**src/rtl/spi_pkg.sv**
```systemverilog
// Shared definitions for the SPI register-write controller: frame geometry,
// peripheral register map and controller state encoding.
package spi_pkg;

  localparam int FRAME_BITS = 16;
  localparam int ADDR_W     = 7;
  localparam int DATA_W     = 8;
  localparam logic RW_WRITE = 1'b1;

  localparam logic [ADDR_W-1:0] REG_EN_OUT_7_0  = 7'h00;
  localparam logic [ADDR_W-1:0] REG_EN_OUT_15_8 = 7'h01;
  localparam logic [ADDR_W-1:0] REG_EN_PWM_7_0  = 7'h02;
  localparam logic [ADDR_W-1:0] REG_EN_PWM_15_8 = 7'h03;
  localparam logic [ADDR_W-1:0] REG_PWM_DUTY    = 7'h04;

  // Legacy encodings kept so existing dumps/decoders stay valid.
  localparam logic [2:0] ST_IDLE  = 3'd0;
  localparam logic [2:0] ST_SETUP = 3'd1;
  localparam logic [2:0] ST_HIGH  = 3'd2;
  localparam logic [2:0] ST_LOW   = 3'd3;
  localparam logic [2:0] ST_GAP   = 3'd4;

  typedef enum logic [2:0] {
    IDLE  = ST_IDLE,
    SETUP = ST_SETUP,
    HIGH  = ST_HIGH,
    LOW   = ST_LOW,
    GAP   = ST_GAP
  } state_t;

  function automatic logic [FRAME_BITS-1:0] make_frame(
    input logic [ADDR_W-1:0] addr,
    input logic [DATA_W-1:0] data
  );
    return {RW_WRITE, addr, data};
  endfunction

endpackage

```
**src/rtl/spi_half_tick.sv**
```systemverilog
// Reloadable down-counter producing a one-cycle tick every HALF_PERIOD
// enabled clocks; paces each SCLK half-period.
module spi_half_tick #(
  parameter int HALF_PERIOD = 4
) (
  input  logic clk,
  input  logic rst_n,
  input  logic load,
  input  logic en,
  output logic tick
);

  localparam int CW = $clog2(HALF_PERIOD) + 1;
  localparam logic [CW-1:0] RELOAD = CW'(HALF_PERIOD - 1);

  logic [CW-1:0] cnt;

  always_ff @(posedge clk or negedge rst_n) begin
    if (!rst_n) begin
      cnt <= '0;
    end else if (load) begin
      cnt <= RELOAD;
    end else if (en) begin
      cnt <= (cnt == '0) ? RELOAD : cnt - CW'(1);
    end
  end

  assign tick = en && (cnt == '0);

endmodule

```
**src/rtl/spi_controller.sv**
```systemverilog
// SPI mode 0 write-only initiator: one 16-bit {R/W, addr, data} frame per
// valid/ready handshake, MSB first, with a guaranteed nCS-high gap.
module spi_controller
  import spi_pkg::*;
#(
  parameter int HALF_PERIOD = 4,
  parameter int CS_GAP      = 8
) (
  input  logic              clk,
  input  logic              rst_n,
  input  logic              req_valid,
  output logic              req_ready,
  input  logic [ADDR_W-1:0] req_addr,
  input  logic [DATA_W-1:0] req_data,
  output logic              busy,
  output logic              done,
  output logic              spi_sclk,
  output logic              spi_copi,
  output logic              spi_ncs
);

  localparam int GW = $clog2(CS_GAP) + 1;

  state_t                state;
  logic [FRAME_BITS-1:0] shreg;
  logic [4:0]            bit_cnt;
  logic [GW-1:0]         gap_cnt;
  logic                  accept;
  logic                  phase_en;
  logic                  tick;

  assign accept   = req_valid && req_ready;
  assign phase_en = state inside {SETUP, HIGH, LOW};

  spi_half_tick #(.HALF_PERIOD(HALF_PERIOD)) u_half_tick (
    .clk   (clk),
    .rst_n (rst_n),
    .load  (accept),
    .en    (phase_en),
    .tick  (tick)
  );

  // COPI is the shift register MSB; zeros shifted in give the low hold phase.
  assign spi_copi = shreg[FRAME_BITS-1];

  always_ff @(posedge clk or negedge rst_n) begin
    if (!rst_n) begin
      state     <= IDLE;
      shreg     <= '0;
      bit_cnt   <= '0;
      gap_cnt   <= '0;
      req_ready <= 1'b1;
      busy      <= 1'b0;
      done      <= 1'b0;
      spi_sclk  <= 1'b0;
      spi_ncs   <= 1'b1;
    end else begin
      done <= 1'b0;
      unique case (state)
        IDLE: begin
          if (req_valid) begin
            state     <= SETUP;
            shreg     <= make_frame(req_addr, req_data);
            bit_cnt   <= '0;
            spi_ncs   <= 1'b0;
            busy      <= 1'b1;
            req_ready <= 1'b0;
          end
        end
        SETUP: begin
          if (tick) begin
            state    <= HIGH;
            spi_sclk <= 1'b1;
          end
        end
        HIGH: begin
          if (tick) begin
            state    <= LOW;
            spi_sclk <= 1'b0;
            bit_cnt  <= bit_cnt + 5'd1;
            shreg    <= {shreg[FRAME_BITS-2:0], 1'b0};
          end
        end
        LOW: begin
          if (tick) begin
            if (bit_cnt < 5'(FRAME_BITS)) begin
              state    <= HIGH;
              spi_sclk <= 1'b1;
            end else begin
              state   <= GAP;
              spi_ncs <= 1'b1;
              done    <= 1'b1;
              gap_cnt <= GW'(CS_GAP - 1);
            end
          end
        end
        GAP: begin
          if (gap_cnt == '0) begin
            state     <= IDLE;
            busy      <= 1'b0;
            req_ready <= 1'b1;
          end else begin
            gap_cnt <= gap_cnt - GW'(1);
          end
        end
        default: state <= IDLE;
      endcase
    end
  end

endmodule
```
**config.mk**
```make
export PLATFORM = sky130hd
export DESIGN_NAME = spi_controller
export DESIGN_NICKNAME = d
export VERILOG_FILES = /design/src/rtl/spi_pkg.sv /design/src/rtl/spi_half_tick.sv /design/src/rtl/spi_controller.sv
export SDC_FILE = /design/constraint.sdc
export NUM_CORES = 1
export LEC_CHECK = 0
export CAP_MARGIN = 20
export CORE_ASPECT_RATIO = 0.7
export CORE_MARGIN = 4
export CORE_UTILIZATION = 54
export DETAILED_ROUTE_END_ITERATION = 6
export PLACE_DENSITY = 0.83
export SYNTH_ARGS = -nofsm -noshare
export SYNTH_HDL_FRONTEND = slang
export SYNTH_SLANG_ARGS = --single-unit
```
**constraint.sdc**
```tcl
create_clock -name clk -period 2.5 [get_ports clk]
set_input_delay 0.625 -clock clk [delete_from_list [all_inputs] [get_ports clk]]
set_output_delay 0.625 -clock clk [all_outputs]
set_load 0.01 [all_outputs]
```
==> results.txt, run 1 <==
Status = complete, no violations
Postcts setup bufs = 0
FF-to-FF Start = gap_cnt[0]
Seq cells post-synth = 36
Max IR drop VDD = 617 uV
CTS tree = done
Worst min path class = flop to flop
CP max FO = 3
CP Launch Type = flop
Layout cells sized above 1 = 26.5%
Initial Util = 58.1%
Ports = 24
Flop pwr share = 41.4%
Leakage power = 0.970 nW
Reg2reg end = busy
Mean Syn Cell Area = 12.0 um2
Register-to-register setup slack = 0.62 ns
Kind of critical path = flop to output port
Comb pwr share = 43.3%
Largest net degree at the start of global routing = 37
R2R cell count = 5
Routed WL = 3560 um
Port Buf Inserts = 23
Post-synth top cells = dfrtp_1 (34), mux2_2 (23), inv_1 (10), nand2_1 (10), nand3_1 (7)
Req. time, crit path = 1.88 ns
Drt first pass iters = 4
Vias post-DR = 1282
Pwr Total = 2.48 mW
Routability cong. = 0.808
WL/cell = 15.3 um
Clock Tree Buf Depth = 2
Critical path's largest stage delay = 0.54 ns
Worst Max-Slew Pin Slew = 0.667 ns
Setup TNS = 0 ns
Residual DRC count = 0
Core area = 3250 um2
Top Family by Delay on Critical Path = flip-flops
Full die area = 4520 um2
CP cell instances = clkdlybuf4s50_1
Mapped cell area = 1890 um2
Most common cell in the netlist = dfrtp_1
CTS Sinks = 36
Library cells used by synthesis = 44
1st-iter DRT viols = 75
# resized after CTS = 0
WHS Endpoint = spi_ncs
Net count, final = 207
Int Power = 1.65 mW
Min-delay src = spi_ncs
Slew margin rel. = 55.4%
Slew Viols, Final = 0
Sw Ratio = 33.4%
Register area share after synthesis = 47.8%
Die W = 78.7 um
Final Skew = 0.00405 ns
P_sw = 828 uW
Antenna violations before repair = 0
First-pass GRT wire length = 5910 um
YS warnings = 0
Die height = 57.5 um
Max Freq = 504 MHz
RSZ-0062 raised after global routing = false
Share of flip-flops with an asynchronous set or reset = 100%
Hold-fix buffers, CTS = 0
Worst endpoint data arrival time = 1.36 ns
Synth top area share = 45.0%
EDFF count, synth = 0
CTS clk-pin slew, worst paths = 0.07 ns
Clk Latency, worst-skew pair = 0.28 ns
Most used DFF post-synth = dfrtp_1
Mapped Cells = 157
Grt ovf = 0
Syn nets = 179
Slowest-stage cell, CP = dfstp_2
Routed vias/inst = 5.53
Antenna-violating nets left = 0
Largest area contributor in the netlist = dfrtp_1
CP Capture Type = output port
Number of max-cap violations = 0
Power per cell area = 1100 nW/um2
Inserted Diodes = 0
Dpl hpwl = 2550 um
CTS buffer count = 5
H-tree Lvls = 2
Ranking of synthesized cells by area = dfrtp_1 (45%), mux2_2 (14%), mux2_4 (4.0%), dfstp_2 (2.8%), ha_1 (2.6%)
Min cycle time layout = 1.98 ns
Clock Tree Root = clkbuf_8
Clk network pwr share = 15.4%
Final Cycle Share = 79.3%
Gr usage total = 17.2%
FP Rows = 17
Final setup violating endpoints = 0
Vias in the first global route = 1296
WP buf/inv = 1
Number of hold violations in the final report = 0
Worst Hold Depth = 2
Area growth, synth to finish = 19.4%
## stage by stage
step,cells,util (%),area (um2),setup WS [ns],hold slack [ns]
after global placement,225,66.9,2180,0.298,0.454
after CTS,232,69.3,2260,0.496,0.462
after global routing,232,69.3,2260,0.485,0.497
after detailed placement,225,66.9,2180,0.247,0.452
final,232,69.3,2260,0.516,0.460
after floorplan,157,-,1890,0.658,0.329
## worst max path at each step
| stage | cells past startpoint | end | start |
|---|---|---|---|
| after global routing | 1 | req_ready | req_ready |
| after floorplan | 6 | shreg[10] | u_half_tick.cnt[0] |
| final | 1 | req_ready | req_ready |
| after global placement | 5 | shreg[4] | req_valid |
| after detailed placement | 5 | shreg[13] | req_valid |
| after CTS | 1 | req_ready | req_ready |
## metal layers
metal | routed length, um | track usage [%]
met2 | 1690 | 26.5
met1 | 1580 | 21.0
met4 | 14 | 5.99
met5 | 0 | 0
met3 | 277 | 8.52
## layout by cell type (no fill, tap or decap), types with 3 or more instances in the layout
cell type | synthesis | layout
dfrtp_1 | 34 | 34
clkdlybuf4s50_1 | 0 | 23
o21ai_0 | 5 | 5
and3_1 | 3 | 3
clkbuf_8 | 0 | 5
nand2_1 | 10 | 10
mux2_4 | 5 | 5
nand3_1 | 7 | 7
nand2b_1 | 3 | 3
mux2i_1 | 5 | 5
mux2_2 | 23 | 23
ha_1 | 4 | 4
inv_1 | 10 | 10
nor2_1 | 4 | 4
buf_4 | 0 | 4
a21oi_1 | 3 | 3
## power by group through the flow
stage	Combinational [mW]	Clock [mW]	Sequential [mW]
finish	1.07	0.381	1.03
global route	1.17	0.434	1.06
CTS	1.08	0.400	1.02
detailed placement	1.08	0	1.03
global placement	1.01	0	1.01
floorplan	0.870	0	0.951
## flip-flops by register name, indices dropped and copies added, names as in the netlist
register / cells
spi_ncs: 1
u_half_tick.cnt: 3
req_ready: 1
state: 3
shreg: 16
bit_cnt: 5
done: 1
gap_cnt: 4
busy: 1
spi_sclk: 1
## final cells by class
cell class,count,area [um2]
Fill cell,233,998
Sequential cell,36,903
Multi-Input combinational cell,104,898
Timing Repair Buffer,28,280
Clock buffer,6,72.6
Tap cell,47,58.8
Inverter,10,37.5
Clock inverter,1,5.00
## logic make-up after synthesis
| logic type | after synthesis | share of synthesized area, % |
|---|---|---|
| AO/OA/AOI/OAI | 26 | 10.6 |
| adder cells (fa/ha/maj) | 4 | 2.65 |
| buffers and inverters | 17 | 4.64 |
| flip-flops | 36 | 47.8 |
| multiplexers | 33 | 20.3 |
| AND/OR/NAND/NOR | 41 | 14.0 |
Power figures use the tool's default switching activity.
==> run 2, diff against run 1 <==
CORE_UTILIZATION = 49   (was 54)
PLACE_DENSITY = 0.8   (was 0.83)
clock period = 1.65 ns   (was 2.5 ns; I/O delays follow)
==> results.txt, run 2 (synthesis gave the netlist of run 1 again) <==
Area of the multi-input gates = 967 um2 (+7.7%)
Seq. cell area = 903 um2 (unchanged)
Fill count = 248 (+6.4%)
Full die area = 4930 um2 (+8.9%)
WL/cell = 17.9 um (+16%)
Vias post-DR = 1402 (+9.4%)
Kind of critical path = flop to flop
Net count, final = 226 (+9.2%)
Slew Viols, Final = 0 (unchanged)
Worst endpoint data arrival time = 1.92 ns (+0.56 ns)
Antenna-violating nets left = 0 (unchanged)
Power per cell area = 1790 nW/um2 (+63%)
Most frequent cells in the layout = dfrtp_1 (34), clkdlybuf4s50_1 (18), buf_4 (17), mux2_4 (16), mux2_2 (12)
CP cell instances = inv_2 > ha_2 > or3b_4 > or4_4 > a21o_1
CP max FO = 2 (-1)
Routability cong. = 0.826 (+2.3%)
Routed WL = 4550 um (+28%)
Routed vias/inst = 5.50 (-0.50%)
Commonest non-fill, non-tap cell in the layout = dfrtp_1
Most flop-heavy register = shreg
Initial Util = 52.1% (-5.9 points)
Area growth, synth to finish = 35.5%
CTS tree = done
Critical path's largest stage delay = 0.45 ns (-0.09 ns)
Die height = 60.0 um (+4.3%)
Clock Tree Buf Depth = 2 (unchanged)
Req. time, crit path = 1.84 ns (-0.04 ns)
Final Cycle Share = 105%
First-pass GRT wire length = 7040 um (+19%)
Core area = 3630 um2 (+11%)
Number of max-cap violations = 0 (unchanged)
Gr usage total = 19.6% (+2.5 points)
FP Rows = 18 (+1)
Ports = 24 (unchanged)
CTS Sinks = 36 (unchanged)
Port Buf Inserts = 23 (unchanged)
Hold Worst Slack = 0.477 ns (+0.0165 ns)
Clk Latency, worst-skew pair = 0.29 ns (about the same)
Drt first pass iters = 4 (unchanged)
Final Skew = 0.00473 ns (+0.000684 ns)
Hold-fix buffers, CTS = 0 (unchanged)
Largest net degree at the start of global routing = 21 (-43%)
H-tree Lvls = 2 (unchanged)
Max reg flops = 16 (unchanged)
Residual DRC count = 0 (unchanged)
Grt ovf = 0 (unchanged)
Max IR drop VDD = 884 uV (+43%)
Slowest-stage cell, CP = or4_4
Slew margin rel. = 66.0% (+11 points)
CTS buffer count = 5 (unchanged)
Leakage power = 1.16 nW (+19%)
Number of hold violations in the final report = 0 (unchanged)
Worst Max-Slew Pin Slew = 0.497 ns (-0.171 ns)
CTS clk-pin slew, worst paths = 0.07 ns (about the same)
Die W = 82.2 um (+4.5%)
Min cycle time layout = 1.73 ns
Dpl hpwl = 2990 um (+17%)
Antenna violations before repair = 0 (unchanged)
CP Capture Type = flop
1st-iter DRT viols = 79 (+5.3%)
CP Launch Type = flop
Worst min path class = flop to flop
Worst setup margin = -0.0773 ns (-0.594 ns)
Layout cells sized above 1 = 37.6% (+11 points)
Biggest regs = shreg: 16 flops, bit_cnt: 5 flops, gap_cnt: 4 flops
Status = complete, but fails checks
Final instance count without filler cells = 255 (+9.9%)
Vias in the first global route = 1498 (+16%)
Failing checks = negative setup slack
Clock Tree Root = clkbuf_8
Final setup violating endpoints = 10 (+10)
Total placed cells including tap cells = 242 (+7.6%)
Max Freq = 579 MHz
Inserted Diodes = 0 (unchanged)
RSZ-0062 raised after global routing = true
## run 2: worst paths after layout
check,startpoint,to,slack (ns),cells after the start
setup reg to reg,gap_cnt[1],busy,-0.08,5
max in group asynchronous,rst_n,spi_ncs,0.88,2
hold reg to reg,spi_ncs,spi_ncs,0.48,2
hold / removal,spi_ncs,spi_ncs,0.48,2
min in group asynchronous,rst_n,u_half_tick.cnt[1],0.49,2
setup / recovery,gap_cnt[1],busy,-0.08,5
## run 2: layout make-up
type | count | share of cell area [%]
well taps | 50 | 2.44
flip-flops and latches | 36 | 35.3
clock inverters | 1 | 0.293
multi-input cells | 104 | 37.8
clock buffers | 7 | 3.37
repair buffers | 47 | 19.4
inverters | 10 | 1.47
## run 2: critical path, delay by kind of cell, from the launching register on
family | cells | cell delay (ns)
compound gates | 1 | 0.17
fa+ha+maj | 1 | 0.17
buf+inv | 1 | 0.06
flops | 1 | 0.39
simple gates | 2 | 0.83
## run 2: timing repair
action | 4_1_cts | 5_1_grt
cloned | 0 | 2
resized for setup | 11 | 7
hold endpoints to repair | 0 | 0
pin swaps | 0 | 1
setup endpoints to repair | 14 | 24
setup buffers | 1 | 2
## run 2: power by group
group	switching, mW	total, mW	internal (mW)	leakage (nW)
Clock	0.327	0.666	0.339	0.0445
Combinational	0.949	2.41	1.46	0.676
Sequential	0.250	1.50	1.25	0.435
Total	1.53	4.58	3.05	1.16
## run 2: through the flow
stage	TNS [ns]	area, um2	power [mW]	setup WS [ns]	util, %
6_report	-0.246	2560	4.58	-0.0773	70.6
5_1_grt	-0.803	2560	4.85	-0.102	70.6
3_3_place_gp	-5.80	2340	3.44	-0.290	64.6
4_1_cts	-0.205	2470	4.40	-0.0683	68.2
3_5_place_dp	-6.47	2340	3.58	-0.324	64.6
2_1_floorplan	-0.681	1920	2.86	-0.118	-
## run 2: metal layers
layer	vias to the layer above	global-route usage (%)	routed length [um]
met5	-	0	0
met4	0	7.82	68
met3	7	3.61	163
met2	25	31.7	2340
met1	713	26.2	1980
li1	657	-	-
